<file path="config.mk">
export PLATFORM = sky130hd
export DESIGN_NAME = apb_split_bridge
export DESIGN_NICKNAME = d
export VERILOG_FILES = /design/src/rtl/apb_split_bridge.sv
export SDC_FILE = /design/constraint.sdc
export NUM_CORES = 1
export LEC_CHECK = 0
export BUFFER_PORTS_ARGS = -buffer_cell sky130_fd_sc_hd__clkbuf_2
export CAP_MARGIN = 20
export CORE_AREA = 2 2 127 129
export DETAILED_ROUTE_END_ITERATION = 8
export DIE_AREA = 0 0 129 131
export SYNTH_ARGS = -nofsm -noshare
export SYNTH_HDL_FRONTEND = slang
export SYNTH_SLANG_ARGS = --single-unit
</file>
<file path="constraint.sdc">
create_clock -name clk -period 4.64 [get_ports clk]
set_input_delay 0.928 -clock clk [delete_from_list [all_inputs] [get_ports clk]]
set_output_delay 0.928 -clock clk [all_outputs]
set_load 0.01 [all_outputs]
</file>
<file path="src/rtl/apb_split_bridge.sv">
// Registered APB bridge: one upstream completer fanned out to G_NUM_PORTS requesters.
// Optional ACCESS-phase timeout enabled by defining APB_SPLIT_BRIDGE_TIMEOUT_EN.
module apb_split_bridge #(
  parameter int G_REGWIDTH   = 32,
  parameter int G_ADDR_WIDTH = 32,
  parameter int G_NUM_PORTS  = 4,
  parameter int G_PORT_LSB   = 12,
  parameter int G_TIMEOUT    = 256
) (
  input  logic                              clk,
  input  logic                              rst,
  input  logic                              s_apb_psel,
  input  logic                              s_apb_penable,
  input  logic                              s_apb_pwrite,
  input  logic [2:0]                        s_apb_pprot,
  input  logic [G_ADDR_WIDTH-1:0]           s_apb_paddr,
  input  logic [G_REGWIDTH-1:0]             s_apb_pwdata,
  input  logic [G_REGWIDTH/8-1:0]           s_apb_pstrb,
  output logic                              s_apb_pready,
  output logic [G_REGWIDTH-1:0]             s_apb_prdata,
  output logic                              s_apb_pslverr,
  output logic [G_NUM_PORTS-1:0]            m_apb_psel,
  output logic                              m_apb_penable,
  output logic                              m_apb_pwrite,
  output logic [2:0]                        m_apb_pprot,
  output logic [G_ADDR_WIDTH-1:0]           m_apb_paddr,
  output logic [G_REGWIDTH-1:0]             m_apb_pwdata,
  output logic [G_REGWIDTH/8-1:0]           m_apb_pstrb,
  input  logic [G_NUM_PORTS-1:0]            m_apb_pready,
  input  logic [G_NUM_PORTS*G_REGWIDTH-1:0] m_apb_prdata,
  input  logic [G_NUM_PORTS-1:0]            m_apb_pslverr
);

  localparam int PW = (G_NUM_PORTS > 1) ? $clog2(G_NUM_PORTS) : 1;
  localparam int SW = G_REGWIDTH / 8;

  typedef enum logic [1:0] {
    IDLE,
    SETUP,
    ACCESS,
    RESP
  } state_t;

  state_t                    state_q;
  logic                      s_pready_q;
  logic [G_REGWIDTH-1:0]     s_prdata_q;
  logic                      s_pslverr_q;
  logic [G_NUM_PORTS-1:0]    m_psel_q;
  logic                      m_penable_q;
  logic                      m_pwrite_q;
  logic [2:0]                m_pprot_q;
  logic [G_ADDR_WIDTH-1:0]   m_paddr_q;
  logic [G_REGWIDTH-1:0]     m_pwdata_q;
  logic [SW-1:0]             m_pstrb_q;

  logic [PW-1:0]             up_idx;
  logic                      up_hit;
  logic [G_NUM_PORTS-1:0]    up_sel_d;
  logic                      dn_ready;
  logic                      dn_err;
  logic [G_REGWIDTH-1:0]     dn_rdata;

`ifdef APB_SPLIT_BRIDGE_TIMEOUT_EN
  logic [15:0]               cnt_q;
  logic [15:0]               cnt_d;

  assign cnt_d = cnt_q + 16'd1;
`endif

  // Only the selected port's response is ever looked at.
  always_comb begin
    up_idx   = s_apb_paddr[G_PORT_LSB +: PW];
    up_hit   = ({1'b0, up_idx} < (PW+1)'(G_NUM_PORTS));
    up_sel_d = '0;
    dn_rdata = '0;
    for (int i = 0; i < G_NUM_PORTS; i++) begin
      up_sel_d[i] = (up_idx == PW'(i));
      dn_rdata    = dn_rdata
                  | (m_apb_prdata[i*G_REGWIDTH +: G_REGWIDTH]
                  & {G_REGWIDTH{m_psel_q[i]}});
    end
    dn_ready = |(m_psel_q & m_apb_pready);
    dn_err   = |(m_psel_q & m_apb_pslverr);
  end

  always_ff @(posedge clk) begin
    if (rst) begin
      state_q     <= IDLE;
      s_pready_q  <= 1'b0;
      s_prdata_q  <= '0;
      s_pslverr_q <= 1'b0;
      m_psel_q    <= '0;
      m_penable_q <= 1'b0;
      m_pwrite_q  <= 1'b0;
      m_pprot_q   <= '0;
      m_paddr_q   <= '0;
      m_pwdata_q  <= '0;
      m_pstrb_q   <= '0;
`ifdef APB_SPLIT_BRIDGE_TIMEOUT_EN
      cnt_q       <= '0;
`endif
    end else begin
      unique case (state_q)
        IDLE: begin
          if (s_apb_psel && s_apb_penable) begin
            if (up_hit) begin
              state_q    <= SETUP;
              m_psel_q   <= up_sel_d;
              m_pwrite_q <= s_apb_pwrite;
              m_pprot_q  <= s_apb_pprot;
              m_paddr_q  <= s_apb_paddr;
              m_pwdata_q <= s_apb_pwdata;
              m_pstrb_q  <= s_apb_pstrb;
`ifdef APB_SPLIT_BRIDGE_TIMEOUT_EN
              cnt_q      <= '0;
`endif
            end else begin
              // Unmapped port: answer locally, nothing goes downstream.
              state_q     <= RESP;
              s_pready_q  <= 1'b1;
              s_prdata_q  <= '0;
              s_pslverr_q <= 1'b1;
            end
          end
        end
        SETUP: begin
          state_q     <= ACCESS;
          m_penable_q <= 1'b1;
        end
        ACCESS: begin
          if (dn_ready) begin
            state_q     <= RESP;
            m_psel_q    <= '0;
            m_penable_q <= 1'b0;
            s_pready_q  <= 1'b1;
            s_prdata_q  <= dn_rdata;
            s_pslverr_q <= dn_err;
          end
`ifdef APB_SPLIT_BRIDGE_TIMEOUT_EN
          else begin
            cnt_q <= cnt_d;
            if (cnt_d == 16'(G_TIMEOUT)) begin
              state_q     <= RESP;
              m_psel_q    <= '0;
              m_penable_q <= 1'b0;
              s_pready_q  <= 1'b1;
              s_prdata_q  <= '0;
              s_pslverr_q <= 1'b1;
            end
          end
`endif
        end
        RESP: begin
          state_q     <= IDLE;
          s_pready_q  <= 1'b0;
          s_prdata_q  <= '0;
          s_pslverr_q <= 1'b0;
        end
        default: state_q <= IDLE;
      endcase
    end
  end

  assign s_apb_pready  = s_pready_q;
  assign s_apb_prdata  = s_prdata_q;
  assign s_apb_pslverr = s_pslverr_q;
  assign m_apb_psel    = m_psel_q;
  assign m_apb_penable = m_penable_q;
  assign m_apb_pwrite  = m_pwrite_q;
  assign m_apb_pprot   = m_pprot_q;
  assign m_apb_paddr   = m_paddr_q;
  assign m_apb_pwdata  = m_pwdata_q;
  assign m_apb_pstrb   = m_pstrb_q;

endmodule

</file>
==> results of run 1 <==
-- layout make-up --
type                            instances  area share
Clock inverter                         10      0.0153
Tap cell                              216      0.0379
Multi-Input combinational cell        446       0.323
Timing Repair Buffer                  332       0.239
Inverter                                2     0.00105
Clock buffer                           22      0.0665
Sequential cell                       113       0.317
-- state kept, by name (all words and copies together) (netlist names) --
name / flops
s_apb_pslverr: 1
m_apb_pstrb: 4
m_apb_pwrite: 1
m_apb_paddr: 32
s_apb_prdata: 32
m_apb_psel: 4
state_q: 2
m_apb_penable: 1
s_apb_pready: 1
m_apb_pwdata: 32
m_apb_pprot: 3
-- routing by layer --
layer | part of all wire | global-route usage
met1 | 0.42 | 0.227
met2 | 0.49 | 0.321
met5 | 0 | 0
met3 | 0.072 | 0.0615
met4 | 0.020 | 0.0818
-- cell families (layout without fill, tap and decap cells) --
group | after synthesis | after routing
simple gates | 214 | 214
buf+inv | 59 | 366
flops | 113 | 113
fa+ha+maj | 4 | 4
mux | 2 | 2
compound gates | 226 | 226
-- metrics by stage --
| step | util | worst slack (ps) | std cells |
|---|---|---|---|
| after floorplan | - | 2490 | 618 |
| after global placement | 0.418 | 1540 | 1108 |
| after detailed placement | 0.418 | 1480 | 1108 |
| after CTS | 0.456 | 1930 | 1140 |
| after global routing | 0.457 | 1660 | 1141 |
| final | 0.457 | 1920 | 1141 |
-- worst max-delay path, cell delays in order --
cell and delay, ps:
clkbuf_2 80, a222oi_1 790, and2_1 850, o21ai_0 210, a21oi_1 190
-- report_power, final --
part / internal (mW) / switching (mW)
Sequential: 1.12 / 0.0737
Combinational: 0.442 / 0.728
Clock: 0.827 / 0.441
-- placed cells by master (no fill, tap or decap), drive strengths merged, types with 6 or more instances in the layout --
cell type	synthesis	final
nand2	171	171
clkbuf	45	343
a21oi	128	128
dfxtp	113	113
clkinv	0	6
and3	9	9
a22oi	66	66
buf	12	11
o21ai	26	26
nor3	11	11
nor2	16	16
-- worst paths after layout --
| kind | from | endpoint | slack (ps) |
|---|---|---|---|
| worst max-delay path | m_apb_pready[0] | s_apb_prdata[2]$_SDFFE_PP0P_ | 1920 |
| worst max register to register | state_q[0]$_SDFFE_PP0P_ | s_apb_prdata[2]$_SDFFE_PP0P_ | 2100 |
| worst min-delay path | m_apb_pwrite$_SDFFE_PP0P_ | m_apb_pwrite$_SDFFE_PP0P_ | 450 |
| worst min register to register | m_apb_pwrite$_SDFFE_PP0P_ | m_apb_pwrite$_SDFFE_PP0P_ | 450 |
==> flow_summary.toml, run 1 <==
[synthesis]
async_reset_ff_frac = 0
synth_edf_count = 0
synth_top_family_by_area = "compound AO/OA/AOI/OAI gates"
ys.flop_type = "dfxtp_1"
muxShareOfSynthArea = 0.00418
syn_nets = 834
synth_xor_area_frac = 0
synth_most_common_cell = "nand2_1"
synth_warnings = 0
synth.distinct_cells = 30
yosys.area_share.simple = 0.188
netlist_area_um2 = 4790
synth_top_cell_by_area = "dfxtp_1"
synth-seq-area-share = 0.472
ys_seq_elements = 113
synth.top_cells.by_count = "nand2_1, a21oi_1, dfxtp_1"
synthAdderAreaFrac = 0.0105
synth-compound-area-share = 0.275
synth.avg_cell_area_um2 = 7.75
yosys-top-cells-area = "dfxtp_1, nand2_1, a21oi_1"
synth_top_area_share = 0.472
syn-instance-count = 618

[die]
fp.dieArea_um2 = 16900
fp.dieW_um = 129
die_h_um = 131
io_pins = 323
core_area_um2 = 15600
initial_core_util = 0.307
fp-row-count = 46

[setup_path]
crit_path_max_fanout = 26
path_class = "input port to flip-flop"
end_kind = "flip-flop"
r2r.worst_path.cells = 6
start_kind = "input port"
arrival_ps = 3050
cp.required_ps = 4970

[clock_network]
clock_sinks = 113
hold_buffers = 0
path_clk_slew_ps = 50
cts_resized = 0
cts_tree = "done"
clk_latency_ps = 410
htreeDepth = 4
clk_path_buf_depth = 2
clock-root-buffer = "clkbuf_16"
cts_buffers = 17
post_cts_buffers = 0

[pwr]
worst_ir_drop_vdd_mv = 0.284
p_leak_nw = 3.19
power_density_nw_per_um2 = 509
power_mw = 3.63

[global_route]
grt_pass1_wl_um = 25300
grt_pass1_vias = 5094
antenna_found_initial = 0
grt_usage = 0.192
grt_max_degree = 55
overflow = 0

[final_layout]
fillers = 1645
multi_input_area_um2 = 2300
area_delta_synth_final_pct = 48.9
regArea_um2 = 2260
nets = 1128
drive_gt1_frac = 0.404
final_cell_area_um2 = 7130
diodes = 0

[sta]
final.setup.tns_ps = 0
clock.fmax_mhz = 367
fin_crit_ps = 2720
skew_ps = 5.71
max_slew.worst_pin.slew_ps = 1020
rsz0062_at_grt = "no"
drv_slew = 0
finalCritPeriodShare = 0.587
worst_slew_margin_rel = 0.317
hold_viol_final = 0
setup_viol_count_final = 0
timing.hold.ws_ps = 450

[route]
detail_route.drc_violations = 0
drt_iter0_drc = 333
num_vias = 5445
drt-vias-per-instance = 4.77
routedWlPerCell_um = 14.7
dr.pass1.iters = 4
finalWirelength_um = 16800
antenna_left = 0

[run_status]
status = "finished, final reports clean"

[placed_design]
io_buffers = 322
place_congestion = 0.798
placed_area_um2 = 6530
dp_hpwl_um = 12100

[hold_path]
min_path_type = "flip-flop to flip-flop"
min_path_cells = 2

[flow_run]
maxCapViolCount = 0
No activity file was read; power rests on OpenSTA's default activity.
==> inputs of run 2 (changes only) <==
CORE_AREA = 2 2 124 126   (was 2 2 127 129)
DIE_AREA = 0 0 126 128   (was 0 0 129 131)
clock period = 2.65 ns   (was 4.64 ns; I/O delays follow)
==> run 2 against run 1 <==
Net effect: global-route usage grew 0.27 points; count of clock-buffer cells in the layout shrank 1; clock skew grew 2.1 ps; clock power grew 88%; via count shrank 1.0%; first-iteration DRC count shrank 21%; die area shrank 4.6%; largest cell class unchanged; worst setup slack lost 1600 ps; sequential share of layout area shrank 0.19 points.
==> flow_summary.toml, run 2 (same netlist as run 1, synthesis figures left out) <==
[clock_network]
clk_path_buf_depth = 2
htreeDepth = 4
cts_resized = 0
path_clk_slew_ps = 50
clock-root-buffer = "clkbuf_16"
cts_tree = "done"
cts_buffers = 17
hold_buffers = 0
clk_latency_ps = 410
clock_sinks = 113
post_cts_buffers = 0

[final_layout]
final_common_cell = "clkbuf_2"
drive_gt1_frac = 0.406
nets = 1130
diodes = 0
utilization = 0.482
final_cells = 1115
fillers = 1508
area_delta_synth_final_pct = 49.8
final_cell_mix = "clkbuf_2, nand2_1, a21oi_1"

[pwr]
switchingPower_mw = 2.18
pwr-share-comb = 0.315
internal_power_mw = 4.37
power_frac_clock = 0.365
p_leak_nw = 3.22
worst_ir_drop_vdd_mv = 0.481
power_density_nw_per_um2 = 913
p_sw_frac = 0.333
sequentialPowerShare = 0.319

[placed_design]
placed_cells = 1083
place_congestion = 0.793
io_buffers = 322
dp_hpwl_um = 11900

[flow_run]
maxCapViolCount = 0

[sta]
final.setup.tns_ps = 0
clock.fmax_mhz = 435
drv_slew = 0
rsz0062_at_grt = "no"
skew_ps = 7.78
hold_viol_final = 0
max_slew.worst_pin.slew_ps = 1030
fin_crit_ps = 2300
setup_viol_count_final = 0
timing.hold.ws_ps = 336
finalCritPeriodShare = 0.868
worst_slew_margin_rel = 0.314

[global_route]
grt_pass1_vias = 4851
antenna_found_initial = 2
grt_usage = 0.194
overflow = 0
grt_max_degree = 73
grt_pass1_wl_um = 24900

[die]
fp.dieW_um = 126
io_pins = 323
fp.dieArea_um2 = 16100
core_area_um2 = 14900
initial_core_util = 0.322
fp-row-count = 45
die_h_um = 128

[route]
drt_iter0_drc = 264
finalWirelength_um = 16600
antenna_left = 0
drt-vias-per-instance = 4.83
dr.pass1.iters = 6
routedWlPerCell_um = 14.9
num_vias = 5390
detail_route.drc_violations = 0

[setup_path]
end_kind = "flip-flop"
crit_path_max_fanout = 42
cp-startpoint = "state_q[0]$_SDFFE_PP0P_"
start_kind = "flip-flop"
r2r_end = "s_apb_prdata[25]$_SDFFE_PP0P_"
arrival_ps = 2590
r2r.worst_path.cells = 6
cp.required_ps = 2940
regToRegStartpoint = "state_q[0]$_SDFFE_PP0P_"
reg2reg_slack_ps = 350
path_class = "flip-flop to flip-flop"

[hold_path]
min_path_type = "input port to flip-flop"
min_path_cells = 3
hold_path_end = "m_apb_pwdata[7]$_SDFFE_PP0P_"
min_from = "s_apb_pwdata[7]"

[run_status]
status = "finished, final reports clean"
run 2: metrics by stage:
| step | worst slack (ps) | total power [mW] | cell area [um2] |
|---|---|---|---|
| after global placement | 418 | 4.20 | 6550 |
| after floorplan | 766 | 3.44 | 4790 |
| after global routing | 167 | 6.93 | 7170 |
| final | 350 | 6.55 | 7170 |
| after detailed placement | 351 | 4.20 | 6550 |
| after CTS | 324 | 6.62 | 7170 |
run 2: worst max-delay path by stage:
stage	end	slack (ps)
6_report	s_apb_prdata[25]$_SDFFE_PP0P_	350
3_3_place_gp	s_apb_prdata[27]$_SDFFE_PP0P_	420
2_1_floorplan	m_apb_psel[0]$_SDFFE_PP0P_	770
5_1_grt	s_apb_prdata[23]$_SDFFE_PP0P_	170
3_5_place_dp	s_apb_prdata[23]$_SDFFE_PP0P_	350
4_1_cts	s_apb_prdata[23]$_SDFFE_PP0P_	320
run 2: per-layer routing:
layer	up-vias	GRT usage	part of all wire
li1	2732	-	-
met1	2422	0.226	0.40
met2	204	0.332	0.49
met3	28	0.0676	0.078
met4	4	0.0718	0.025
met5	-	0	0.0015
run 2: power groups by stage:
stage | logic [mW] | clock network [mW] | registers [mW]
after floorplan | 1.21 | 0 | 2.23
after global placement | 2.08 | 0 | 2.12
after detailed placement | 2.08 | 0 | 2.12
after CTS | 2.09 | 2.43 | 2.09
after global routing | 2.29 | 2.52 | 2.12
final | 2.07 | 2.39 | 2.09
run 2: critical path: stages, from the launching register on:
cell and delay, ps:
dfxtp_1 340, inv_1 80, ha_1 300, a21boi_1 230, a21oi_4 840, and3_1 320
nor3_2 40
run 2: area by class of cell:
class | count | area, um2 | share of cell area
clock buffer | 21 | 460 | 0.0642
clock inverter | 11 | 160 | 0.0223
inverter | 2 | 7.51 | 0.00105
multi-input combinational | 446 | 2300 | 0.321
sequential | 113 | 2260 | 0.315
tap | 188 | 235 | 0.0328
timing repair buffer | 334 | 1740 | 0.243
